===== src/rtl/phase_cycle_ctrl.sv =====
`default_nettype none
// ============================================================================
//  Module   : phase_cycle_ctrl
//  Purpose  : Multi-phase processor cycle sequencer with run, single-step and
//             cycle-count breakpoint control driven from asynchronous inputs.
//  Revision : 1.0
// ============================================================================
module phase_cycle_ctrl #(
  parameter int PHASES      = 4,
  parameter int CNT_W       = 32,
  parameter int SYNC_STAGES = 2
) (
  input  logic              clkX4,
  input  logic              rst,
  input  logic              sigCH,
  input  logic              sigCE,
  input  logic              sigCP,
  input  logic [CNT_W-1:0]  brkCycle,
  output logic [PHASES-1:0] phase,
  output logic              cpuClkEn,
  output logic [CNT_W-1:0]  cycle,
  output logic              running,
  output logic              brkHit
);

  localparam int              PH_W         = (PHASES > 1) ? $clog2(PHASES) : 1;
  localparam logic [PH_W-1:0] c_LAST_PHASE = PH_W'(PHASES - 1);
  localparam logic [CNT_W-1:0] c_CNT_ONE   = CNT_W'(1);

  typedef enum logic [1:0] {
    S_IDLE  = 2'd0,
    S_RUN   = 2'd1,
    S_STEP  = 2'd2,
    S_BREAK = 2'd3
  } state_t;

  state_t                 r_state;
  state_t                 w_nextState;
  logic [SYNC_STAGES-1:0] r_chSync;
  logic [SYNC_STAGES-1:0] r_ceSync;
  logic [SYNC_STAGES-1:0] r_cpSync;
  logic [SYNC_STAGES-1:0] r_syncFill;
  logic                   r_cpPrev;
  logic                   r_cpArmed;
  logic [PH_W-1:0]        r_phaseCnt;
  logic [CNT_W-1:0]       r_cycle;

  logic                   w_chSync;
  logic                   w_ceSync;
  logic                   w_cpSync;
  logic                   w_syncValid;
  logic                   w_stepReq;
  logic                   w_running;
  logic                   w_cpuClkEn;
  logic [CNT_W-1:0]       w_cycleNext;
  logic                   w_brkMatch;

  // Input synchronizers; r_syncFill marks when the chains hold real samples
  always_ff @(posedge clkX4 or negedge rst) begin
    if (!rst) begin
      r_chSync   <= '0;
      r_ceSync   <= '0;
      r_cpSync   <= '0;
      r_syncFill <= '0;
      r_cpPrev   <= 1'b0;
      r_cpArmed  <= 1'b0;
    end else begin
      r_chSync   <= {r_chSync[SYNC_STAGES-2:0], sigCH};
      r_ceSync   <= {r_ceSync[SYNC_STAGES-2:0], sigCE};
      r_cpSync   <= {r_cpSync[SYNC_STAGES-2:0], sigCP};
      r_syncFill <= {r_syncFill[SYNC_STAGES-2:0], 1'b1};
      r_cpPrev   <= w_cpSync;
      r_cpArmed  <= r_cpArmed | (w_syncValid & ~w_cpSync);
    end
  end

  assign w_chSync    = r_chSync[SYNC_STAGES-1];
  assign w_ceSync    = r_ceSync[SYNC_STAGES-1];
  assign w_cpSync    = r_cpSync[SYNC_STAGES-1];
  assign w_syncValid = r_syncFill[SYNC_STAGES-1];

  // A button held through reset release must be seen low before it can step
  assign w_stepReq   = w_cpSync & ~r_cpPrev & r_cpArmed;

  assign w_running   = (r_state == S_RUN) || (r_state == S_STEP);
  assign w_cpuClkEn  = w_running && (r_phaseCnt == c_LAST_PHASE);
  assign w_cycleNext = r_cycle + c_CNT_ONE;
  assign w_brkMatch  = w_ceSync && (w_cycleNext == brkCycle);

  always_ff @(posedge clkX4 or negedge rst) begin
    if (!rst) begin
      r_state <= S_IDLE;
    end else begin
      r_state <= w_nextState;
    end
  end

  always_comb begin
    w_nextState = r_state;
    case (r_state)
      S_IDLE: begin
        if (w_chSync) begin
          w_nextState = S_RUN;
        end else if (w_stepReq) begin
          w_nextState = S_STEP;
        end
      end
      S_RUN: begin
        if (w_cpuClkEn) begin
          if (w_brkMatch) begin
            w_nextState = S_BREAK;
          end else if (!w_chSync) begin
            w_nextState = S_IDLE;
          end
        end
      end
      S_STEP: begin
        if (w_cpuClkEn) begin
          w_nextState = S_IDLE;
        end
      end
      S_BREAK: begin
        if (!w_chSync) begin
          w_nextState = S_IDLE;
        end else if (w_stepReq) begin
          w_nextState = S_STEP;
        end
      end
      default: w_nextState = S_IDLE;
    endcase
  end

  always_ff @(posedge clkX4 or negedge rst) begin
    if (!rst) begin
      r_phaseCnt <= '0;
      r_cycle    <= '0;
    end else begin
      if (!w_running || (r_phaseCnt == c_LAST_PHASE)) begin
        r_phaseCnt <= '0;
      end else begin
        r_phaseCnt <= r_phaseCnt + PH_W'(1);
      end
      if (w_cpuClkEn) begin
        r_cycle <= w_cycleNext;
      end
    end
  end

  generate
    for (genvar k = 0; k < PHASES; k++) begin : g_phase
      assign phase[k] = (r_phaseCnt == PH_W'(k));
    end
  endgenerate

  assign cpuClkEn = w_cpuClkEn;
  assign cycle    = r_cycle;
  assign running  = w_running;
  assign brkHit   = (r_state == S_BREAK);

endmodule
`default_nettype wire


===== config.mk =====
export PLATFORM = sky130hd
export DESIGN_NAME = phase_cycle_ctrl
export DESIGN_NICKNAME = d
export VERILOG_FILES = /design/src/rtl/phase_cycle_ctrl.sv
export SDC_FILE = /design/constraint.sdc
export NUM_CORES = 1
export LEC_CHECK = 0
export CAP_MARGIN = 30
export CORE_MARGIN = 3
export CORE_UTILIZATION = 54
export CTS_CLUSTER_DIAMETER = 200
export DETAILED_ROUTE_END_ITERATION = 8
export PLACE_DENSITY = 0.94
export SLEW_MARGIN = 20
export SYNTH_ARGS = -nofsm -noshare
export SYNTH_HDL_FRONTEND = slang
export SYNTH_SLANG_ARGS = --single-unit

===== constraint.sdc =====
create_clock -name clkX4 -period 4.47 [get_ports clkX4]
set_input_delay 0.6705 -clock clkX4 [delete_from_list [all_inputs] [get_ports clkX4]]
set_output_delay 0.6705 -clock clkX4 [all_outputs]
set_load 0.05 [all_outputs]

==> out/metrics.csv <==
metric,value,unit
Boundary Pins,76,
die extent in x,81.56,um
DRC violations left,0,
syn avg cell area,9.515,sq um
Reg power frac,36.8,%
synth unique cells,49,
CTS tree,yes,
overflow left after global routing,0,
post-synthesis net count,370,
final hold vios,0,
worst slack on hold paths,0.3076,ns
setup TNS after final layout,0,ns
Comb pwr share,39.1,%
Max H-tree Level,2,
Tightest Hold Check Type,in2async,
setup slack after placement,1.416,ns
Tcrit/Tclk final,76.01,%
clk slew on worst S/H paths,0.09,ns
share of final-layout standard cells stronger than drive strength 1,6.767,%
setup repair after global routing missed its margin,false,
NetSw,503.9,uW
Routed wire per std cell,16.59,um
time the worst path needs with I/O delays and setup,3.398,ns
first-pass GRT wire length,13050,um
Crit path required time,3.80,ns
Maximum Capacitance Violations,0,
diode count,0,
outcome,"complete, no violations",
clock skew after layout,0.007103,ns
number of fill cells in the layout,386,
kind of start point of the critical path,flop,
number of buffers added to fix hold violations after cts,0,
primary flip-flop cell chosen by synthesis mapping,sky130_fd_sc_hd__dfrtp_1,
Root Buffer Master,sky130_fd_sc_hd__clkbuf_8,
sequential standard cell area,1151,sq um
last weighted congestion value of the routability-driven placer,0.9135,
clock latency on the worst-skew pair,0.30,ns
DIE HEIGHT,81.56,um
Max rail drop VDD,0.3293,mV
worst-margin pin slew,0.6378,ns
max-slew violation count,0,
total power,1326,uW
post-route setup slack,1.072,ns
pin count of the biggest net entering global routing,29,
drt first-iter violations,291,
top cell type by total area after synthesis,sky130_fd_sc_hd__dfrtp_1,
number of global-route vias before repair,2808,
via-per-instance ratio,5.814,
Clock Tree Buf Depth,2,
internal power contribution,821.7,uW
total number of placement rows,26,
portion of the post-synthesis area used by sequential elements,37.34,%
area inside the core boundary,5303,sq um
count of flip-flops with a built-in enable after synthesis,0,
Reg2Reg Launch Point,cycle[0],
overall die area,6652,sq um
area share of the largest cell type after synthesis,37.34,%
maximum frequency from static timing analysis,0.2943,GHz
HPWL after detailed placement,6018,um
Crit. Startpoint,r_state[0],
arrival time of the worst setup path,2.73,ns
Clock Sinks,46,
total via count after detailed routing,2727,
routed wire length,7783,um
Lkg Pwr,0.001720,uW
post-layout net count,444,
synth top area cells,"sky130_fd_sc_hd__dfrtp_1, sky130_fd_sc_hd__xnor2_1, sky130_fd_sc_hd__xor2_1",
Clk network pwr share,24.0,%
clock buffer count from CTS,5,
post-layout util,75.06,%
input/output buffers,75,
worst-path maximum fanout,16,
Multi-input gate area,1829,sq um
CTS resizes,0,
worst max-slew margin expressed relative to the limit,57.15,%
starting density of the core,58.14,%
Post-Synthesis Cell Area,3083,sq um
setup repair bufs after CTS,0,
fraction of power spent switching nets,38.01,%
Worst setup EP type,primary output,
instance count of the mapped netlist,324,
endpoints failing setup,0,
number of antenna violations at the first check in global routing,0,
global routing usage summed across all routing layers,25.55,%
Setup CP Type,reg2out,
Syn-to-layout area delta,29.10,%
drt pass-1 iters,4,
Final ANT Viol Nets,0,
Yosys warning total,0,
share of synthesized registers carrying an async set or reset,100.0,%
Synth Register Bits,46,
PD cells,333.1,nW/um^2
-- worst paths after layout --
path	endpoint	slack [ns]	cells past startpoint
min reg2reg	r_chSync[1]	0.36	0
max	cpuClkEn	1.07	5
min in group clkX4	r_chSync[1]	0.36	0
max reg2reg	r_state[0]	1.50	10
min	r_cpSync[0]	0.31	1
max in group asynchronous	cycle[15]	3.66	2
-- state kept, by name, summed over array words and instances (netlist names) --
signal and cells:
cycle 32, r_ceSync 2, r_chSync 2, r_cpSync 2
r_phaseCnt 2, r_state 2, r_syncFill 2, r_cpArmed 1
r_cpPrev 1
-- power by group through the flow --
stage               clock (uW)  combinational [uW]  sequential, uW
finish                     319                 519             488
global route               343                 571             495
CTS                        321                 519             488
detailed placement           0                 517             497
global placement             0                 493             492
floorplan                    0                 325             523
-- placed cells by master (no fill, tap or decap), types with 5 or more instances in the layout --
cell type,count
sky130_fd_sc_hd__nor2_1,21
sky130_fd_sc_hd__dfrtp_1,46
sky130_fd_sc_hd__xnor2_1,40
sky130_fd_sc_hd__o21ai_0,9
sky130_fd_sc_hd__a21oi_1,6
sky130_fd_sc_hd__nand3_1,21
sky130_fd_sc_hd__inv_1,9
sky130_fd_sc_hd__nand2_1,34
sky130_fd_sc_hd__xor2_1,33
sky130_fd_sc_hd__ha_1,9
sky130_fd_sc_hd__clkbuf_8,5
sky130_fd_sc_hd__nor4_1,5
sky130_fd_sc_hd__nor3_1,8
sky130_fd_sc_hd__nand4_1,12
sky130_fd_sc_hd__mux2i_1,7
sky130_fd_sc_hd__clkdlybuf4s50_1,74
-- per-layer routing --
metal	global-route usage, %	wire (um)	vias up
li1	-	-	1272
met1	33.10	3223	1309
met2	42.35	3781	120
met3	4.825	560	26
met4	9.628	217	0
met5	0	0	-
-- cells in the mapped netlist, types with 4 or more instances --
cell and instances:
sky130_fd_sc_hd__a21oi_1 6, sky130_fd_sc_hd__buf_2 4, sky130_fd_sc_hd__buf_6 4, sky130_fd_sc_hd__dfrtp_1 46, sky130_fd_sc_hd__ha_1 9, sky130_fd_sc_hd__inv_1 9
sky130_fd_sc_hd__mux2i_1 7, sky130_fd_sc_hd__nand2_1 34, sky130_fd_sc_hd__nand3_1 21, sky130_fd_sc_hd__nand4_1 12, sky130_fd_sc_hd__nor2_1 21, sky130_fd_sc_hd__nor3_1 8
sky130_fd_sc_hd__nor4_1 5, sky130_fd_sc_hd__o21ai_0 9, sky130_fd_sc_hd__xnor2_1 40, sky130_fd_sc_hd__xor2_1 33
-- critical path: stages, from the launching register on --
cell and delay (ns):
sky130_fd_sc_hd__dfrtp_1 0.42, sky130_fd_sc_hd__inv_1 0.10, sky130_fd_sc_hd__ha_1 0.34, sky130_fd_sc_hd__nand2_1 0.22, sky130_fd_sc_hd__inv_1 0.45, sky130_fd_sc_hd__clkdlybuf4s50_1 0.90
-- cells by family after synthesis --
group | synth area share [%]
mux | 2.273
other cells | 0.1216
buf+inv | 3.328
fa+ha+maj | 3.653
compound gates | 7.630
flops | 37.34
xor+xnor | 20.74
simple gates | 24.92
-- area by class of cell --
class | instances | share of cell area [%]
tap | 70 | 2.201
clock buffer | 5 | 1.729
inverter | 9 | 0.8488
timing repair buffer | 76 | 19.24
sequential | 46 | 28.92
multi-input combinational | 260 | 45.96
clock inverter | 3 | 1.100
-- metrics by stage --
stage,instance area (sq um),std cells
after floorplan,3083,324
after global placement,3847,460
after detailed placement,3867,461
after CTS,3980,469
after global routing,3980,469
final,3980,469
(Power assumes the default switching activity.)
==> patch 1, RTL diff (same settings) <==
The parameter `PHASES` goes from 4 to 2.
--- a/src/rtl/phase_cycle_ctrl.sv
+++ b/src/rtl/phase_cycle_ctrl.sv
@@ -7,5 +7,5 @@
 // ============================================================================
 module phase_cycle_ctrl #(
-  parameter int PHASES      = 4,
+  parameter int PHASES      = 2,
   parameter int CNT_W       = 32,
   parameter int SYNC_STAGES = 2
Interface: changed (resized phase); port bits go from 76 to 74. No check against the original RTL was run, so the function may have changed too.
==> patch 1 against the unedited design <==
  * Setup slack worse by 220 ps
  * Wire length up 5.2%
  * Non-clock buffer count unchanged
  * Area after synthesis down 1.5%
  * Total power up 6.5%
  * Critical path depth up 5
  * Sequential cell count down 1
  * Final area down 1.1%
  * First-iteration DRC count down 13%
  * Sequential power up 4.9%
  * Critical endpoint is now r_state[1]
  * Highest routed layer unchanged
==> patch 1: results (changes against the unedited design) <==
run status: finished, final reports clean (unchanged)
Inverters, non-clock: 8 (was 9)
top post-synthesis cells by count: xnor2_1 (56), dfrtp_1 (45), nand2_1 (34) (was dfrtp_1 (46), xnor2_1 (40), nand2_1 (34))
Final HPWL DP: 6170 um (was 6020 um)
initial DRC count: 252 (was 291)
top cells by area, synth: dfrtp_1 (37%), xnor2_1 (16%), xor2_1 (5.2%), nand2_1 (4.2%), nand3_1 (3.6%) (was dfrtp_1 (37%), xnor2_1 (11%), xor2_1 (9.4%), nand2_1 (4.1%), ha_1 (3.7%))
vias in the first global route: 2717 (was 2808)
Post-Syn Nets: 376 (was 370)
I/O Buffers: 73 (was 75)
M1 WL: 3350 um (was 3220 um)
Worst Path Max Fanout: 11 (was 16)
met2 WL: 3940 um (was 3780 um)
layout cell share with drive strength beyond 1: 0.0522 (was 0.0677)
sw frac: 0.393 (was 0.380)
sequential cell area share: 0.286 (was 0.289)
Adder-Cell Fraction of Synth Area: 0.0206 (was 0.0365)
worst stage delay on the critical path: 610 ps (was 900 ps)
Post-Synth XOR/XNOR Area: 0.213 (was 0.207)
Peak VDD IR: 0.000320 V (was 0.000329 V)
largest net degree at the start of global routing: 32 (was 29)
compound-cell area share of the yosys netlist: 0.0865 (was 0.0763)
multi-input combinational area share: 0.460 (about the same)
Clock buf/inv share: 0.0305 (was 0.0283)
Global Route met3 Usage: 0.0676 (was 0.0482)
sequential share of the synthesized area: 0.371 (was 0.373)
[patch 1: cell count changes in the layout (fill, tap and decap cells not counted), moves of 4 or more]
cell | unedited run | this run
xnor2_1 | 40 | 56
xor2_1 | 33 | 18
and3_1 | 3 | 10
mux2i_1 | 7 | 2
ha_1 | 9 | 5
[patch 1: power by group through the flow]
stage | clock network (mW) | logic (mW) | registers, mW
2_1_floorplan | 0 | 0.354 | 0.560
3_3_place_gp | 0 | 0.559 | 0.519
3_5_place_dp | 0 | 0.571 | 0.520
4_1_cts | 0.328 | 0.575 | 0.511
5_1_grt | 0.344 | 0.617 | 0.520
6_report | 0.323 | 0.576 | 0.512
[patch 1: per-stage QoR]
step                      utilization  hold WS (ps)  instance area (um^2)  instances
final                           0.747           273                  3940        472
after global placement          0.720           332                  3790        463
after global routing            0.747           296                  3940        472
after detailed placement        0.724           336                  3810        464
after floorplan                     -           331                  3040        334
after CTS                       0.747           276                  3940        472
==> patch 2, RTL diff (same flow settings) <==
Without the edit above. Encoding of `state_t`: now one-hot (4 bits for 4 states).
--- a/src/rtl/phase_cycle_ctrl.sv
+++ b/src/rtl/phase_cycle_ctrl.sv
@@ -28,9 +28,9 @@
   localparam logic [CNT_W-1:0] c_CNT_ONE   = CNT_W'(1);
 
-  typedef enum logic [1:0] {
-    S_IDLE  = 2'd0,
-    S_RUN   = 2'd1,
-    S_STEP  = 2'd2,
-    S_BREAK = 2'd3
+  typedef enum logic [3:0] {
+    S_IDLE  = 4'b0001,
+    S_RUN   = 4'b0010,
+    S_STEP  = 4'b0100,
+    S_BREAK = 4'b1000
   } state_t;
 
Check against the original RTL: same outputs for any inputs over 10 cycles, from zero or initial values and one cycle with rst low; not proved beyond that.
==> patch 2 against the unedited design <==
  * Setup slack better by 80 ps
  * Final area up 0.35%
  * Area after synthesis down 0.65%
  * Wire length down 0.94%
  * Critical path depth unchanged
  * Sequential cell count up 2
Power is not compared: it rests on default switching activity, and its combinational part moved more than twofold at a synthesized area within 25%.
==> patch 2: results (changes against the unedited design) <==
sequential share of the synthesized area: 0.393 (was 0.373)
CP max-delay cell: clkdlybuf4s50_1 (unchanged)
reg2reg setup slack: 1290 ps (was 1500 ps)
M2 GR Usage: 0.410 (was 0.423)
cell area after layout: 0.00399 mm^2 (was 0.00398 mm^2)
Final HPWL DP: 5770 um (was 6020 um)
Layout fillers: 368 (was 386)
vias in the first global route: 2633 (was 2808)
Worst Path Arrival: 2650 ps (was 2730 ps)
top post-synthesis cells by count: dfrtp_1 (47), xnor2_1 (47), nand2_1 (34) (was dfrtp_1 (46), xnor2_1 (40), nand2_1 (34))
compound-cell area share of the yosys netlist: 0.0686 (was 0.0763)
Global Route met3 Usage: 0.0443 (was 0.0482)
Netlist cell types: 50 (was 49)
grt met1 use: 0.338 (was 0.331)
Worst Path Max Fanout: 12 (was 16)
initial DRC count: 221 (was 291)
largest net degree at the start of global routing: 30 (was 29)
Post-Syn Nets: 368 (was 370)
top cells by area, synth: dfrtp_1 (38%), xnor2_1 (13%), xor2_1 (8.6%), nand2_1 (4.2%), nand4_1 (3.1%) (was dfrtp_1 (37%), xnor2_1 (11%), xor2_1 (9.4%), nand2_1 (4.1%), ha_1 (3.7%))
mux contribution to synthesized area: 0.0167 (was 0.0227)
run status: finished, final reports clean (unchanged)
Initial DRT Pass Iterations: 5 (was 4)
final clock skew: 5.41 ps (was 7.10 ps)
GR Util All Layers: 0.251 (was 0.256)
worst stage delay on the critical path: 880 ps (was 900 ps)
via count: 2771 (was 2727)
Final GP Congestion: 0.945 (was 0.914)
worst setup path startpoint: r_state[1] (was r_state[0])
Adder-Cell Fraction of Synth Area: 0.0204 (was 0.0365)
Final #Nets: 441 (was 444)
Post-Synth XOR/XNOR Area: 0.220 (was 0.207)
## patch 2: power breakdown
| group | leakage (nW) | total [mW] | switching [mW] | internal (mW) |
|---|---|---|---|---|
| clock | 0.0614 | 0.336 | 0.153 | 0.183 |
| combinational | 0.952 | 0.245 | 0.136 | 0.110 |
| sequential | 0.639 | 0.493 | 0.0324 | 0.460 |
| total | 1.65 | 1.07 | 0.321 | 0.753 |
## patch 2: cells by family after synthesis
logic type,Yosys count
other,1
xor gates and xnor gates,77
AOI/OAI and AO/OA,31
adders and majority gates,5
buffers and inverters,18
and+or+nand+nor,141
muxes,5
DFF,48
## patch 2: worst reg2reg max path, stage by stage (launching register included)
cell	delay [ps]
dfrtp_1	480
ha_1	320
nand3_4	140
or4_4	600
or3_4	420
xor2_1	160
a211o_1	310
nor4_2	310
nand4_1	150
and4_1	240
## patch 2: cell type report
class / count / area (um^2) / area share
clock inverter: 2 / 38.8 / 0.00971
clock buffer: 6 / 82.6 / 0.0207
multi-input combinational: 260 / 1780 / 0.446
sequential: 48 / 1200 / 0.301
timing repair buffer: 78 / 778 / 0.195
inverter: 6 / 22.5 / 0.00564
tap: 70 / 87.6 / 0.0219
## patch 2: routing by layer
metal  part of all wire  wire (um)
met4              0.019        147
met3              0.083        643
met2               0.48       3710
met5                  0          0
met1               0.42       3210
## patch 2: worst paths after layout
path,to,depth (start not counted)
hold / removal,r_phaseCnt[1],1
min in group clkX4,r_syncFill[1],0
max in group asynchronous,r_state[2],2
hold reg to reg,r_syncFill[1],0
setup reg to reg,r_state[0],9
setup / recovery,cpuClkEn,5
## patch 2: per-stage QoR
step                hold WS [ps]  instances  worst slack [ps]
floorplan                    331        326               915
global placement             332        460              1450
detailed placement           336        461              1300
CTS                          322        469              1180
global route                 335        470               952
finish                       313        470              1150
